<file path="src/rtl/vga_timing_pkg.sv">
// Shared timing defaults, axis phase type and the debug view of both phase FSMs.
package vga_timing_pkg;

  localparam int CNT_W = 10;

  localparam int DEF_H_ACTIVE = 640;
  localparam int DEF_H_FRONT  = 16;
  localparam int DEF_H_SYNC   = 96;
  localparam int DEF_H_BACK   = 48;
  localparam int DEF_H_TOTAL  = DEF_H_ACTIVE + DEF_H_FRONT + DEF_H_SYNC + DEF_H_BACK;

  localparam int DEF_V_ACTIVE = 480;
  localparam int DEF_V_FRONT  = 10;
  localparam int DEF_V_SYNC   = 2;
  localparam int DEF_V_BACK   = 33;
  localparam int DEF_V_TOTAL  = DEF_V_ACTIVE + DEF_V_FRONT + DEF_V_SYNC + DEF_V_BACK;

  typedef enum logic [1:0] {
    PH_ACTIVE = 2'd0,
    PH_FRONT  = 2'd1,
    PH_SYNC   = 2'd2,
    PH_BACK   = 2'd3
  } phase_t;

  typedef struct packed {
    phase_t h_phase;
    phase_t v_phase;
    logic   frame_wrap;
  } dbg_t;

  // Pin level of a sync output given whether the pulse is currently asserted.
  function automatic logic sync_level(input logic asserted, input logic pol);
    return asserted ? pol : ~pol;
  endfunction

endpackage

</file>
<file path="src/rtl/vga_timing_gen_if.sv">
// Pixel-coordinate stream from the timing generator to the graphics engine.
// No back-pressure: the consumer samples whenever the pixel enable is high; outputs hold otherwise.
interface vga_timing_gen_if;
  logic [9:0] x;
  logic [8:0] y;
  logic       frame_active;
  logic       h_sync;
  logic       v_sync;
  logic       line_start;
  logic       frame_start;

  modport master (
    output x, y, frame_active, h_sync, v_sync, line_start, frame_start
  );

  modport slave (
    input x, y, frame_active, h_sync, v_sync, line_start, frame_start
  );
endinterface

</file>
<file path="src/rtl/vga_phase_counter.sv">
// One raster axis: a wrapping counter plus an ACTIVE/FRONT/SYNC/BACK phase FSM.
module vga_phase_counter
  import vga_timing_pkg::*;
#(
  parameter int ACTIVE = DEF_H_ACTIVE,
  parameter int FRONT  = DEF_H_FRONT,
  parameter int SYNC   = DEF_H_SYNC,
  parameter int BACK   = DEF_H_BACK,
  parameter int W      = CNT_W
) (
  input  logic         clk,
  input  logic         rst_n,
  input  logic         step,
  output logic [W-1:0] count,
  output phase_t       phase,
  output logic         wrap
);

  localparam int TOTAL = ACTIVE + FRONT + SYNC + BACK;
  localparam logic [W-1:0] LAST    = W'(TOTAL - 1);
  localparam logic [W-1:0] B_FRONT = W'(ACTIVE);
  localparam logic [W-1:0] B_SYNC  = W'(ACTIVE + FRONT);
  localparam logic [W-1:0] B_BACK  = W'(ACTIVE + FRONT + SYNC);

  logic [W-1:0] count_q, count_d;
  phase_t       phase_q, phase_d;

  always_ff @(posedge clk or negedge rst_n) begin
    if (!rst_n) begin
      count_q <= '0;
      phase_q <= PH_ACTIVE;
    end else begin
      count_q <= count_d;
      phase_q <= phase_d;
    end
  end

  // Phase follows the counter value it is about to hold, so both change on the same edge.
  always_comb begin
    count_d = count_q;
    phase_d = phase_q;
    wrap    = 1'b0;
    if (step) begin
      if (count_q == LAST) begin
        count_d = '0;
        wrap    = 1'b1;
      end else begin
        count_d = count_q + 1'b1;
      end
      case (phase_q)
        PH_ACTIVE: if (count_d == B_FRONT) phase_d = PH_FRONT;
        PH_FRONT:  if (count_d == B_SYNC)  phase_d = PH_SYNC;
        PH_SYNC:   if (count_d == B_BACK)  phase_d = PH_BACK;
        PH_BACK:   if (count_d == '0)      phase_d = PH_ACTIVE;
        default:   phase_d = PH_ACTIVE;
      endcase
    end
  end

  assign count = count_q;
  assign phase = phase_q;

endmodule

</file>
<file path="src/rtl/vga_timing_gen.sv">
// 640x480@60 raster timing generator: two axis counters feeding a bank of
// ce-gated output registers so downstream colour logic sees glitch-free inputs.
module vga_timing_gen
  import vga_timing_pkg::*;
#(
  parameter int H_ACTIVE = DEF_H_ACTIVE,
  parameter int H_FRONT  = DEF_H_FRONT,
  parameter int H_SYNC   = DEF_H_SYNC,
  parameter int H_BACK   = DEF_H_BACK,
  parameter int V_ACTIVE = DEF_V_ACTIVE,
  parameter int V_FRONT  = DEF_V_FRONT,
  parameter int V_SYNC   = DEF_V_SYNC,
  parameter int V_BACK   = DEF_V_BACK,
  parameter bit SYNC_POL = 1'b0
) (
  input  logic                    clk,
  input  logic                    rst_n,
  input  logic                    ce,
  vga_timing_gen_if.master        pix,
  output dbg_t                    dbg
);

  logic [CNT_W-1:0] hc, vc;
  phase_t           h_phase, v_phase;
  logic             h_wrap, v_wrap;

  vga_phase_counter #(
    .ACTIVE(H_ACTIVE), .FRONT(H_FRONT), .SYNC(H_SYNC), .BACK(H_BACK), .W(CNT_W)
  ) u_h_axis (
    .clk   (clk),
    .rst_n (rst_n),
    .step  (ce),
    .count (hc),
    .phase (h_phase),
    .wrap  (h_wrap)
  );

  vga_phase_counter #(
    .ACTIVE(V_ACTIVE), .FRONT(V_FRONT), .SYNC(V_SYNC), .BACK(V_BACK), .W(CNT_W)
  ) u_v_axis (
    .clk   (clk),
    .rst_n (rst_n),
    .step  (ce & h_wrap),
    .count (vc),
    .phase (v_phase),
    .wrap  (v_wrap)
  );

  logic [9:0] x_q, x_d;
  logic [8:0] y_q, y_d;
  logic       active_q, active_d;
  logic       h_sync_q, h_sync_d;
  logic       v_sync_q, v_sync_d;
  logic       line_start_q, line_start_d;
  logic       frame_start_q, frame_start_d;

  always_ff @(posedge clk or negedge rst_n) begin
    if (!rst_n) begin
      x_q           <= '0;
      y_q           <= '0;
      active_q      <= 1'b0;
      h_sync_q      <= ~SYNC_POL;
      v_sync_q      <= ~SYNC_POL;
      line_start_q  <= 1'b0;
      frame_start_q <= 1'b0;
    end else begin
      x_q           <= x_d;
      y_q           <= y_d;
      active_q      <= active_d;
      h_sync_q      <= h_sync_d;
      v_sync_q      <= v_sync_d;
      line_start_q  <= line_start_d;
      frame_start_q <= frame_start_d;
    end
  end

  // Outputs capture the counter state seen at the enabled edge, so they trail it by one enabled cycle.
  always_comb begin
    x_d           = x_q;
    y_d           = y_q;
    active_d      = active_q;
    h_sync_d      = h_sync_q;
    v_sync_d      = v_sync_q;
    line_start_d  = line_start_q;
    frame_start_d = frame_start_q;
    if (ce) begin
      x_d           = hc;
      y_d           = (v_phase == PH_ACTIVE) ? vc[8:0] : '0;
      active_d      = (h_phase == PH_ACTIVE) && (v_phase == PH_ACTIVE);
      h_sync_d      = sync_level(h_phase == PH_SYNC, SYNC_POL);
      v_sync_d      = sync_level(v_phase == PH_SYNC, SYNC_POL);
      line_start_d  = (hc == '0);
      frame_start_d = (hc == '0) && (vc == '0);
    end
  end

  assign pix.x            = x_q;
  assign pix.y            = y_q;
  assign pix.frame_active = active_q;
  assign pix.h_sync       = h_sync_q;
  assign pix.v_sync       = v_sync_q;
  assign pix.line_start   = line_start_q;
  assign pix.frame_start  = frame_start_q;

  assign dbg = {h_phase, v_phase, v_wrap};

endmodule

</file>
<file path="src/flat_wrapper.sv">
// flat-port wrapper written by rule: the top's interface ports become plain ports
module vga_timing_gen_flat import vga_timing_pkg::*;
#(
  parameter int H_ACTIVE = DEF_H_ACTIVE,
  parameter int H_FRONT  = DEF_H_FRONT,
  parameter int H_SYNC   = DEF_H_SYNC,
  parameter int H_BACK   = DEF_H_BACK,
  parameter int V_ACTIVE = DEF_V_ACTIVE,
  parameter int V_FRONT  = DEF_V_FRONT,
  parameter int V_SYNC   = DEF_V_SYNC,
  parameter int V_BACK   = DEF_V_BACK,
  parameter bit SYNC_POL = 1'b0
)
  (clk, rst_n, ce, dbg, pix_x, pix_y, pix_frame_active, pix_h_sync, pix_v_sync, pix_line_start, pix_frame_start);
  vga_timing_gen_if pix_i ();
  input  logic clk;
  input  logic rst_n;
  input  logic ce;
  output dbg_t dbg;
  output wire logic [$bits(pix_i.x)-1:0] pix_x;
  output wire logic [$bits(pix_i.y)-1:0] pix_y;
  output wire logic [$bits(pix_i.frame_active)-1:0] pix_frame_active;
  output wire logic [$bits(pix_i.h_sync)-1:0] pix_h_sync;
  output wire logic [$bits(pix_i.v_sync)-1:0] pix_v_sync;
  output wire logic [$bits(pix_i.line_start)-1:0] pix_line_start;
  output wire logic [$bits(pix_i.frame_start)-1:0] pix_frame_start;
  assign pix_x = pix_i.x;
  assign pix_y = pix_i.y;
  assign pix_frame_active = pix_i.frame_active;
  assign pix_h_sync = pix_i.h_sync;
  assign pix_v_sync = pix_i.v_sync;
  assign pix_line_start = pix_i.line_start;
  assign pix_frame_start = pix_i.frame_start;
  vga_timing_gen #(.H_ACTIVE(H_ACTIVE), .H_FRONT(H_FRONT), .H_SYNC(H_SYNC), .H_BACK(H_BACK), .V_ACTIVE(V_ACTIVE), .V_FRONT(V_FRONT), .V_SYNC(V_SYNC), .V_BACK(V_BACK), .SYNC_POL(SYNC_POL)) u_core (.clk(clk), .rst_n(rst_n), .ce(ce), .pix(pix_i), .dbg(dbg));
endmodule
</file>
<file path="config.mk">
export PLATFORM = sky130hd
export DESIGN_NAME = vga_timing_gen_flat
export DESIGN_NICKNAME = d
export VERILOG_FILES = /design/src/rtl/vga_timing_pkg.sv /design/src/rtl/vga_timing_gen_if.sv /design/src/rtl/vga_phase_counter.sv /design/src/rtl/vga_timing_gen.sv /design/src/flat_wrapper.sv
export SDC_FILE = /design/constraint.sdc
export NUM_CORES = 1
export LEC_CHECK = 0
export CORE_UTILIZATION = 40
export DETAILED_ROUTE_END_ITERATION = 16
export DONT_BUFFER_PORTS = 1
export PLACE_DENSITY = 0.57
export RECOVER_POWER = 25
export SLEW_MARGIN = 10
export SYNTH_ARGS = -nofsm -noshare
export SYNTH_HDL_FRONTEND = slang
export SYNTH_SLANG_ARGS = --single-unit
</file>
<file path="constraint.sdc">
create_clock -name clk -period 3 [get_ports clk]
set_input_delay 0.6 -clock clk [delete_from_list [all_inputs] [get_ports clk]]
set_output_delay 0.6 -clock clk [all_outputs]
set_load 0.005 [all_outputs]
</file>
==> results of run 1 <==
stage by stage:
stage	setup slack, ps	cells	cell area, um^2	utilization, %
after floorplan	569.3	321	2963	-
after global routing	19.36	416	3154	43.72
after global placement	222.5	407	3045	42.21
after CTS	81.18	416	3166	43.88
after detailed placement	102.2	407	3045	42.21
final	189.1	416	3154	43.72
registers in the layout, indices dropped and copies added (netlist names):
register / cells
u_core.pix.y: 9
u_core.pix.frame_active: 1
u_core.pix.h_sync: 1
u_core.u_v_axis.phase: 2
u_core.pix.line_start: 1
u_core.u_v_axis.count: 10
u_core.pix.v_sync: 1
u_core.u_h_axis.phase: 2
u_core.u_h_axis.count: 10
u_core.pix.x: 10
u_core.pix.frame_start: 1
cell usage after synthesis (3+ instances only):
cell type  count
dfrtp_1       46
nor2_1        14
nand2_1       30
or3_1          3
ha_1          14
xnor2_1        9
or4_1          4
o22ai_1        4
nand3_1       19
mux2_2        12
o21ai_0       33
buf_4          5
xor2_1         3
and4_1         3
nor3_1         6
nor4_1         6
a21o_1         3
buf_2          6
nand4_1        7
or2_2          3
mux2i_1        3
o31ai_1        6
clkbuf_1      11
nand3b_1       3
inv_1         25
a31oi_1        4
final timing paths:
| kind | startpoint | to | slack [ps] | cells after the start |
|---|---|---|---|---|
| max in group asynchronous | rst_n | u_core.u_v_axis.count[1]$_DFFE_PN0P_ | 700 | 1 |
| min in group clk | ce | u_core.pix.v_sync$_DFFE_PN1P_ | 350 | 1 |
| setup / recovery | u_core.u_h_axis.count[0]$_DFFE_PN0P_ | dbg[0] | 190 | 5 |
| setup reg to reg | u_core.u_h_axis.count[2]$_DFFE_PN0P_ | u_core.u_h_axis.phase[0]$_DFFE_PN0P_ | 210 | 7 |
| hold / removal | rst_n | u_core.pix.v_sync$_DFFE_PN1P_ | 120 | 0 |
| hold reg to reg | u_core.pix.h_sync$_DFFE_PN1P_ | u_core.pix.h_sync$_DFFE_PN1P_ | 480 | 2 |
area by class of cell:
| type | instances | area share, % |
|---|---|---|
| multi-input cells | 222 | 48.47 |
| flip-flops and latches | 48 | 38.20 |
| well taps | 99 | 3.927 |
| repair buffers | 14 | 3.491 |
| inverters | 25 | 2.975 |
| clock buffers | 6 | 2.618 |
| clock inverters | 2 | 0.3173 |
per-layer routing:
metal | up-vias | track usage, % | share of wire [%]
met5 | - | 0 | 0
met4 | 0 | 6.012 | 0.91
met3 | 4 | 4.430 | 6.9
met2 | 66 | 25.58 | 42
met1 | 1097 | 27.10 | 51
li1 | 1130 | - | -
power by group:
group          switching (mW)  internal, mW  total [mW]  leakage, nW
Combinational           0.131         0.116       0.247        0.602
Sequential             0.0929         0.718       0.811        0.630
Clock                   0.222         0.184       0.407       0.0510
timing repair:
action | CTS | global route
setup endpoints to repair | 0 | 1
hold endpoints to repair | 46 | 0
hold buffers | 1 | 0
gates resized for setup | 0 | 2
cells by family after synthesis:
logic type      after synthesis
xor+xnor                     12
fa+ha+maj                    14
mux                          15
flops                        48
buf+inv                      51
simple gates                113
compound gates               68
==> metrics.md, run 1 <==
| Metric | Value |
|---|---|
| Area share of fa/ha/maj cells after synthesis | 5.912% |
| DRT Pass-1 Iters | 4 |
| DR vias/cell | 5.522 |
| Fin. Hold Viols | 0 |
| CP Launch Type | flop |
| Clock Latency Late Sink | 310 ps |
| Family with the most delay on the worst path | simple AND/OR/NAND/NOR gates |
| Synth top area cells | dfrtp_1, ha_1, o21ai_0 |
| # setup viols final | 0 |
| FMAX | 0.3558 GHz |
| Leading cell type in the layout, fill and taps excluded | dfrtp_1 |
| Largest area contributor in the synthesized netlist | dfrtp_1 |
| IO Count | 32 |
| Clk slew on worst S/H paths | 90 ps |
| Grt ovf | 0 |
| Max-slew violation count | 47 |
| Row cnt | 31 |
| Total Routing Usage GR | 18.16% |
| First-pass GRT wire length | 10.91 mm |
| Multi-input gate area | 0.001529 mm^2 |
| Tcrit/Tclk final | 93.70% |
| Initial antenna violation count | 0 |
| Unrepaired setup endpoints after global routing | false |
| Seq/Total Area, Yosys | 40.62% |
| Most used cell, CP | or2_2 |
| Total CTS buffers | 5 |
| IO Port Bufs | 0 |
| Final Skew | 7.089 ps |
| EDFF count, synth | 0 |
| Horiz. Die Dim | 88.07 um |
| Least-Margin Pin Slew | 2053 ps |
| Vias in the first global route | 2,169 |
| Syn_area_per_cell | 9.230 um^2 |
| CORE AREA | 0.007214 mm^2 |
| VDD IR max | 0.0002450 V |
| Fin crit period | 2811 ps |
| Fill cell count | 751 |
| Status | finished with violations |
| Register Area | 0.001205 mm^2 |
| Setup TNS | 0 ps |
| CP Buf/Inv Count | 0 |
| Layout Nets | 333 |
| Synth warn | 0 |
| Async SR Flop Fraction | 100.0% |
| Main flop type after synthesis | dfrtp_1 |
| Area growth from synthesis to layout | 6.461% |
| Critical Setup Path Class | reg2out |
| Critical Path RT | 2400 ps |
| Most frequent cells in the layout | dfrtp_1, o21ai_0, nand2_1 |
| Critical Path Sink Type | output port |
| Relative slew slack | -36.86% |
| Total power | 1.464 mW |
| Post-DP HPWL | 4.489 mm |
| LEAKAGE | 1.283 nW |
| Largest stage delay on the critical path | 480 ps |
| Worst EP arrival | 2210 ps |
| Failing checks | max-capacitance violations, max-slew violations |
| DR vias | 2,297 |
| Compound-cell area share of the yosys netlist | 14.91% |
| Final GP Congestion | 0.8839 |
| Routed Wire Length | 6.480 mm |
| CTS Buffer Depth | 2 |
| CP max-delay cell | dfrtp_1 |
| Post-synthesis cell type count | 56 |
| Synth Area in XOR/XNOR | 3.547% |
| Hold Slack | 119.9 ps |
| Critical path, cell by cell | ha_1, nand2_1, or2_2, or2_2, nor3_1 |
| Worst min path class | in2async |
| Avg WL per Cell | 15.58 um |
| Starting Density | 41.07% |
| H-tree levels | 2 |
| Postcts setup bufs | 0 |
| Crit-path max FO | 6 |
| DR iter-0 viols | 197 |
| Share of the synthesized area in the top cell type | 38.85% |
| Largest family of logic cells by synthesized area | simple AND/OR/NAND/NOR gates |
| Die H | 88.07 um |
| Die area | 0.007755 mm^2 |
| Synthesized flop and latch total | 48 |
| DRC | 0 |
| Inserted Diodes | 0 |
| Largest net degree at the start of global routing | 51 |
| Post-Syn Nets | 338 |
| Post-synthesis simple-gate area fraction | 21.58% |
| Mux share of post-synthesis cell area | 5.574% |
| Layout cells sized above 1 | 15.46% |
| Max-cap violations | 1 |
| Synth Cell Area | 0.002963 mm^2 |
| TritonCTS clock tree | done |
| DRT antenna net count | 0 |
| CTS root buf | clkbuf_8 |
| CTS sink count | 48 |
| Cells after synthesis | 321 |
| PwrDens | 464.2 mW/mm^2 |
(Power assumes the default switching activity.)
==> inputs of run 2 (changes only) <==
--- a/config.mk
+++ b/config.mk
@@ -5,11 +5,12 @@
 export SDC_FILE = /design/constraint.sdc
 export NUM_CORES = 1
 export LEC_CHECK = 0
-export CORE_UTILIZATION = 40
+export CORE_UTILIZATION = 64
 export DETAILED_ROUTE_END_ITERATION = 16
 export DONT_BUFFER_PORTS = 1
-export PLACE_DENSITY = 0.57
+export PLACE_DENSITY = 0.83
 export RECOVER_POWER = 25
+export REMOVE_ABC_BUFFERS = 1
 export SLEW_MARGIN = 10
 export SYNTH_ARGS = -nofsm -noshare
 export SYNTH_HDL_FRONTEND = slang
==> run 2 against run 1 <==
Effect of this change:
- the flow still finishes with violations (max-capacitance violations, max-slew violations)
- largest cell class unchanged
- fmax is 1.8% lower
- critical path type is now reg2reg
- sequential power up 2%
- first-iteration DRC count up 26%
- power grew 3.3%
==> metrics.md, run 2 (synthesis gave the netlist of run 1 again) <==
| Metric | Value |
|---|---|
| Status | finished with violations |
| Failing checks | max-capacitance violations, max-slew violations |
| Row cnt | 24 |
| Clock Latency Late Sink | 310 ps |
| VDD IR max | 0.0003997 V |
| Total Routing Usage GR | 25.90% |
| DRT Pass-1 Iters | 5 |
| IO Count | 32 |
| IO Port Bufs | 0 |
| Postcts setup bufs | 0 |
| CP Launch Type | flop |
| Fin area | 0.003090 mm^2 |
| Horiz. Die Dim | 70.04 um |
| Unrepaired setup endpoints after global routing | false |
| DRT antenna net count | 0 |
| Inserted Diodes | 0 |
| Fin crit period | 2862 ps |
| Area growth from synthesis to layout | 4.307% |
| Clk slew on worst S/H paths | 90 ps |
| Worst EP arrival | 3050 ps |
| Routed Wire Length | 5.981 mm |
| Vias in the first global route | 2,128 |
| Dpl cells | 358 |
| Initial antenna violation count | 0 |
| LEAKAGE | 1.266 nW |
| Critical Path Sink Type | flop |
| CTS root buf | clkbuf_8 |
| CTS sink count | 48 |
| Most frequent cells in the layout | dfrtp_1, o21ai_0, nand2_1 |
| Critical Setup Path Class | reg2reg |
| DR vias/cell | 6.417 |
| Starting Density | 67.12% |
| Avg WL per Cell | 16.30 um |
| Max-slew violation count | 47 |
| Worst r2r src | u_core.u_v_axis.count[1]$_DFFE_PN0P_ |
| Tcrit/Tclk final | 95.41% |
| Critical Path RT | 3190 ps |
| PwrDens | 489.3 mW/mm^2 |
| Layout Cells excl Fill | 367 |
| Post-cts sizing count | 0 |
| H-tree levels | 2 |
| FMAX | 0.3494 GHz |
| Worst Setup SP | u_core.u_v_axis.count[1]$_DFFE_PN0P_ |
| DR vias | 2,355 |
| CTS Buffer Depth | 2 |
| Fin. Hold Viols | 0 |
| Largest net degree at the start of global routing | 51 |
| DRC | 0 |
| Die area | 0.004906 mm^2 |
| Final Skew | 10.51 ps |
| Post-DP HPWL | 4.017 mm |
| Final GP Congestion | 0.8685 |
| Layout Nets | 331 |
| Least-Margin Pin Slew | 2425 ps |
| TritonCTS clock tree | done |
| Layout cells sized above 1 | 14.29% |
| Hold-fix buffers at CTS | 1 |
| Max-cap violations | 1 |
| Worst min path class | in2async |
| DR iter-0 viols | 248 |
| Total CTS buffers | 5 |
| Leading cell type in the layout, fill and taps excluded | dfrtp_1 |
| Crit-path max FO | 11 |
| Placed cell area | 0.002972 mm^2 |
| First-pass GRT wire length | 10.14 mm |
| Setup TNS | 0 ps |
| # setup viols final | 0 |
| Relative slew slack | -61.65% |
| Die H | 70.04 um |
| CORE AREA | 0.004414 mm^2 |
| Grt ovf | 0 |
## run 2: worst paths after layout
kind                                                             end  slack, ps  cells after the start
max in group asynchronous       u_core.u_v_axis.count[3]$_DFFE_PN0P_        590                      1
worst max register to register  u_core.u_v_axis.phase[1]$_DFFE_PN0P_        140                      8
worst max-delay path            u_core.u_v_axis.phase[1]$_DFFE_PN0P_        140                      8
min in group clk                       u_core.pix.h_sync$_DFFE_PN1P_        350                      1
worst min-delay path                   u_core.pix.h_sync$_DFFE_PN1P_        130                      0
worst min register to register         u_core.pix.h_sync$_DFFE_PN1P_        480                      2
## run 2: area by class of cell
type,instances,area [um^2]
Multi-Input combinational cell,222,1526
Fill cell,348,1324
Sequential cell,48,1204
Inverter,25,93.84
Timing Repair Buffer,12,86.33
Clock buffer,5,68.82
Tap cell,52,65.06
Clock inverter,3,46.29
## run 2: routing by layer
layer / wire (um) / track usage (%)
met3: 488 / 6.349
met1: 2839 / 39.30
met2: 2620 / 37.71
met5: 0 / 0
met4: 32 / 5.333
## run 2: critical path, stage by stage, from the launching register on
cell and delay [ps]:
dfrtp_1 570, ha_1 280, and4_1 270, nor3b_1 180, o21ai_0 120, a211oi_2 320
o21ai_0 160, a2111oi_2 460, mux2_2 390
## run 2: report_power, final
group / switching [mW] / internal (mW) / total (mW)
logic: 0.110 / 0.102 / 0.212
clock network: 0.224 / 0.251 / 0.475
registers: 0.108 / 0.717 / 0.825
## run 2: per-stage QoR
stage                     power, mW  setup WS [ps]  hold WS, ps  utilization [%]
after floorplan              0.9645          288.3        304.4                -
after global placement        1.019          360.3        305.6            67.32
after detailed placement      1.035          172.5        305.5            67.32
after CTS                     1.534          139.3        116.9            70.55
after global routing          1.584          4.909        110.6            70.01
final                         1.512          137.7        128.7            70.01
